## src/rtl/relational_flags_unit.sv

```systemverilog
`default_nettype none
// ============================================================================
// Module  : relational_flags_unit
// Brief   : Latches one-hot comparator relation flags {Z,G,L} and resolves
//           branch-condition queries against them, returning a registered
//           taken/not-taken result. Also keeps a sticky malformed-flag error
//           and a saturating count of taken branches.
// Revision: 1.0 - initial release
// ============================================================================
module relational_flags_unit #(
  parameter int CNT_W = 16
) (
  input  logic             clk,
  input  logic             rst,
  input  logic             cmp_valid,
  input  logic             AeqB,
  input  logic             AmaB,
  input  logic             AmeB,
  input  logic             br_valid,
  input  logic [2:0]       br_cond,
  output logic             br_ready,
  output logic             res_valid,
  output logic             res_taken,
  output logic [2:0]       flags,
  output logic             flags_valid,
  output logic             err,
  input  logic             err_clr,
  output logic [CNT_W-1:0] taken_cnt
);

  typedef enum logic [0:0] {
    ST_EMPTY = 1'b0,
    ST_HOLD  = 1'b1
  } state_t;

  localparam logic [CNT_W-1:0] CNT_MAX = '1;

  state_t           state_q, state_d;
  logic [2:0]       flags_q, flags_d;
  logic             err_q, err_d;
  logic             pend_valid_q, pend_valid_d;
  logic             pend_taken_q, pend_taken_d;
  logic             res_valid_q, res_valid_d;
  logic             res_taken_q, res_taken_d;
  logic [CNT_W-1:0] cnt_q, cnt_d;

  logic [2:0]       flag_set;
  logic             one_hot;
  logic             legal_wr;
  logic             bad_wr;
  logic             accept;
  logic             cond_true;

  // Decode the comparator flag set and the branch condition against the held flags.
  always_comb begin
    flag_set  = {AeqB, AmaB, AmeB};
    one_hot   = (flag_set == 3'b100) || (flag_set == 3'b010) || (flag_set == 3'b001);
    legal_wr  = cmp_valid && one_hot;
    bad_wr    = cmp_valid && !one_hot;
    // ALWAYS/NEVER do not depend on the flags, so they never stall in EMPTY.
    br_ready  = (state_q == ST_HOLD) || (br_cond == 3'b110) || (br_cond == 3'b111);
    accept    = br_valid && br_ready;
    cond_true = 1'b0;
    case (br_cond)
      3'b000:  cond_true = flags_q[2];
      3'b001:  cond_true = !flags_q[2];
      3'b010:  cond_true = flags_q[1];
      3'b011:  cond_true = flags_q[0];
      3'b100:  cond_true = flags_q[1] | flags_q[2];
      3'b101:  cond_true = flags_q[0] | flags_q[2];
      3'b110:  cond_true = 1'b1;
      default: cond_true = 1'b0;
    endcase
  end

  // Next-state: FSM, flag register, sticky error, two-stage result pipeline, counter.
  always_comb begin
    state_d      = state_q;
    flags_d      = flags_q;
    err_d        = err_q;
    pend_valid_d = accept;
    pend_taken_d = pend_taken_q;
    res_valid_d  = pend_valid_q;
    res_taken_d  = res_taken_q;
    cnt_d        = cnt_q;

    if (legal_wr) begin
      flags_d = flag_set;
      state_d = ST_HOLD;
    end

    // A malformed write in the same cycle as a clear leaves the error set.
    if (bad_wr) begin
      err_d = 1'b1;
    end else if (err_clr) begin
      err_d = 1'b0;
    end

    // The condition is captured with the flags held at the accepting edge,
    // so a same-cycle flag write only affects later queries.
    if (accept) begin
      pend_taken_d = cond_true;
    end

    if (pend_valid_q) begin
      res_taken_d = pend_taken_q;
      if (pend_taken_q && (cnt_q != CNT_MAX)) begin
        cnt_d = cnt_q + 1'b1;
      end
    end
  end

  // State registers; reset drops everything, including any query in flight.
  always_ff @(posedge clk or posedge rst) begin
    if (rst) begin
      state_q      <= ST_EMPTY;
      flags_q      <= 3'b000;
      err_q        <= 1'b0;
      pend_valid_q <= 1'b0;
      pend_taken_q <= 1'b0;
      res_valid_q  <= 1'b0;
      res_taken_q  <= 1'b0;
      cnt_q        <= '0;
    end else begin
      state_q      <= state_d;
      flags_q      <= flags_d;
      err_q        <= err_d;
      pend_valid_q <= pend_valid_d;
      pend_taken_q <= pend_taken_d;
      res_valid_q  <= res_valid_d;
      res_taken_q  <= res_taken_d;
      cnt_q        <= cnt_d;
    end
  end

  assign flags       = flags_q;
  assign flags_valid = (state_q == ST_HOLD);
  assign err         = err_q;
  assign res_valid   = res_valid_q;
  assign res_taken   = res_taken_q;
  assign taken_cnt   = cnt_q;

endmodule
`default_nettype wire
```

## config.mk

```make
export PLATFORM = sky130hd
export DESIGN_NAME = relational_flags_unit
export DESIGN_NICKNAME = d
export VERILOG_FILES = /design/src/rtl/relational_flags_unit.sv
export SDC_FILE = /design/constraint.sdc
export NUM_CORES = 1
export LEC_CHECK = 0
export BUFFER_PORTS_ARGS = -buffer_cell sky130_fd_sc_hd__buf_2
export CAP_MARGIN = 40
export CORE_MARGIN = 3
export CORE_UTILIZATION = 51
export DETAILED_ROUTE_END_ITERATION = 12
export GPL_TIMING_DRIVEN = 0
export PLACE_DENSITY = 0.78
export SLEW_MARGIN = 30
export SYNTH_ARGS = -nofsm -noshare
export SYNTH_HDL_FRONTEND = slang
export SYNTH_SLANG_ARGS = --single-unit
```

## constraint.sdc

```tcl
create_clock -name clk -period 2.75 [get_ports clk]
set_clock_uncertainty 0.15 [all_clocks]
set_input_delay 0.1375 -clock clk [delete_from_list [all_inputs] [get_ports clk]]
set_output_delay 0.1375 -clock clk [all_outputs]
set_load 0.005 [all_outputs]
```

==> impl_results.md <==
* Fin crit period at 2065 ps
* Post-synthesis mux area share at 0.03582
* Antenna violations before repair at 0
* Post-synth ARST share at 1.000
* Final Max Slew Viols at 0
* Non-Filler Instances at 195
* Setup Buffers After CTS at 0
* CP Data Required Time at 2810 ps
* Resize count post-CTS at 0
* Static Leak at 0.7652 nW
* Clock sinks at 25
* Register area at 625.6 sq um
* Met1 Usage GRT at 0.2384
* Placed Cells at 182
* Seq/Total Area, Yosys at 0.4975
* Initial Utilization at 0.5525
* Hold Path Class: primary input to flip-flop
* Synthesized Nets at 131
* Fin nets at 180
* Power Total at 0.8982 mW
* Ys Warns at 0
* Gr busiest metal: met2
* TritonCTS clock tree: built
* # hold bufs at CTS at 9
* TritonRoute pass-1 iters at 4
* Overall Global Routing Usage at 0.1888
* First-pass GRT wire length at 4.767 mm
* Number of global-route vias before repair at 1,053
* Multi-input logic area at 605.6 sq um
* R2R Path Start: taken_cnt[5]
* XOR/XNOR share of the synthesized area at 0.05572
* Synth unique cells at 38
* Row count at 17
* Worst slew pin tran at 492.4 ps
* Die width at 55.66 um
* Vias per cell at 5.713
* Hold Startpoint: br_cond[1]
* Worst slew margin at 0.6690
* Drt initial violations at 27
* Commonest non-fill, non-tap cell in the layout: buf_2
* Routed Antenna Nets at 0
* MaxCap Viol Count at 0
* Final wirelength at 2.810 mm
* PortBufs at 34
* Root Driver: clkbuf_4
* Clk_lat worst skew at 300 ps
* Outcome: complete, no violations
* Clock power share at 0.178
* Fin util at 0.7059
* RSZ-0062 raised after global routing: no
* Ant. Diodes at 0
* Most frequent cells in the layout: buf_2 (34), dfrtp_1 (25), nand2_1 (10)
* Syn avg cell area at 10.57 sq um
* Dominant synthesized flop cell: dfrtp_1
* Inserted Clock Buffers at 3
* Vias at 1,114
* Area grow syn2layout at 27.76%
* Worst vdd ir at 428.7 uV
* Setup TNS at 0 ps
* Crit end category: flip-flop
* Synth Area in Compound Gates at 0.1851
* # IOs at 35
* Max clock buf depth at 2
* Net Sw Frac at 0.3265
* Max Freq at 0.4843 GHz
* Simple-gate share of the synthesized area at 0.1950
* Internal Power at 0.6049 mW
* Die area at 3097 sq um
* M2 GR Usage at 0.3311
* Post-Syn Instances at 119
* Die H at 55.66 um
* Met3 Use GR at 0.03944
* Final period utilization at 0.7508
* Largest family of logic cells by synthesized area: simple AND/OR/NAND/NOR gates
* Crit path DAT at 2120 ps
* Fin. Hold Viols at 0
* Gate power share at 0.272
* Adder-Cell Fraction of Synth Area at 0.009950
* Grt ovf at 0
* Psw at 0.2933 mW
* DR DRC count at 0
* PwrDens at 559.1 nW/um^2
* Layout cells sized above 1 at 0.2814
* DPL Wire Length at 2.019 mm
* Core area at 2276 sq um
* Critical Path Start: taken_cnt[5]
* Final setup violation count at 0
* Max Fanout on Critical Path at 7
* Startpoint types: flip-flop
* Final GP Congestion at 0.7913
* Htree depth at 1
* Post-synthesis instance area at 1257 sq um
* Clk slew on worst S/H paths at 130 ps
* Largest net degree at the start of global routing at 18
* Kind of critical path: flip-flop to flip-flop
* Post-synth EDFFs at 0
* FF+latch count, synth at 25
* Fillers at 194
* WL/cell at 14.41 um
* Seq pwr share at 0.550
## kinds of logic (layout without fill, tap and decap cells)
logic type,count (synthesis),after routing
and+or+nand+nor,40,40
AOI/OAI and AO/OA,34,34
DFF,25,25
xor gates and xnor gates,8,8
buffers and inverters,7,55
muxes,4,4
adders and majority gates,1,1
## metrics by stage
step	hold WS, ps	cell area (sq um)	worst slack (ps)
finish	16.48	1607	685.3
global route	3.269	1607	584.1
CTS	6.131	1607	678.7
detailed placement	10.18	1490	699.3
global placement	175.0	1463	716.8
floorplan	14.82	1257	789.7
## per-layer routing
metal / vias up / routed length (um)
li1: 543 / -
met1: 537 / 1240
met2: 32 / 1425
met3: 2 / 132
met4: 0 / 11
met5: - / 0
## flip-flops by register name, summed over array words and instances (netlist names)
signal and flops:
res_taken 1, err 1, taken_cnt 16, pend_taken_q 1
pend_valid_q 1, flags_valid 1, res_valid 1, flags 3
## cells in the mapped netlist, drive strengths merged (2+ instances only)
library cell,number,area [sq um]
nand2,10,37.54
xnor2,3,26.28
nor4,4,37.53
o211ai,3,27.52
a31oi,5,31.28
o21ai,5,25.02
mux2,4,45.04
o31ai,4,30.03
and2,3,18.77
inv,7,26.28
o21a,3,22.52
a211oi,2,15.01
nand4,4,40.04
nand3,7,35.03
dfrtp,25,625.6
a21oi,6,30.03
xor2,5,43.79
nor2,2,7.510
and3,3,18.77
## critical path: stages (launching register included)
cell,delay [ps]
dfrtp_1,520
nand4_4,170
or4_4,590
o211ai_2,210
mux2_1,330
## power by group through the flow
| stage | Combinational [mW] | Sequential [mW] | Clock (mW) |
|---|---|---|---|
| 4_1_cts | 0.245 | 0.493 | 0.170 |
| 6_report | 0.244 | 0.494 | 0.160 |
| 3_5_place_dp | 0.229 | 0.500 | 0 |
| 5_1_grt | 0.272 | 0.506 | 0.190 |
| 2_1_floorplan | 0.125 | 0.496 | 0 |
| 3_3_place_gp | 0.217 | 0.497 | 0 |
## path summary, 6_finish.rpt
check | endpoint | slack (ps) | cells past startpoint
worst max-delay path | taken_cnt[1] | 690 | 4
worst min-delay path | pend_taken_q | 20 | 3
worst max register to register | taken_cnt[1] | 690 | 4
worst min register to register | res_taken | 370 | 1
max in group asynchronous | taken_cnt[3] | 1830 | 4
min in group asynchronous | taken_cnt[10] | 200 | 3
## final cells by class
| type | instances | share of cell area |
|---|---|---|
| tap | 28 | 0.02181 |
| multi-input combinational | 87 | 0.3769 |
| clock buffer | 4 | 0.01636 |
| inverter | 7 | 0.01636 |
| sequential | 25 | 0.3894 |
| timing repair buffer | 44 | 0.1791 |
(Power assumes the default switching activity.)
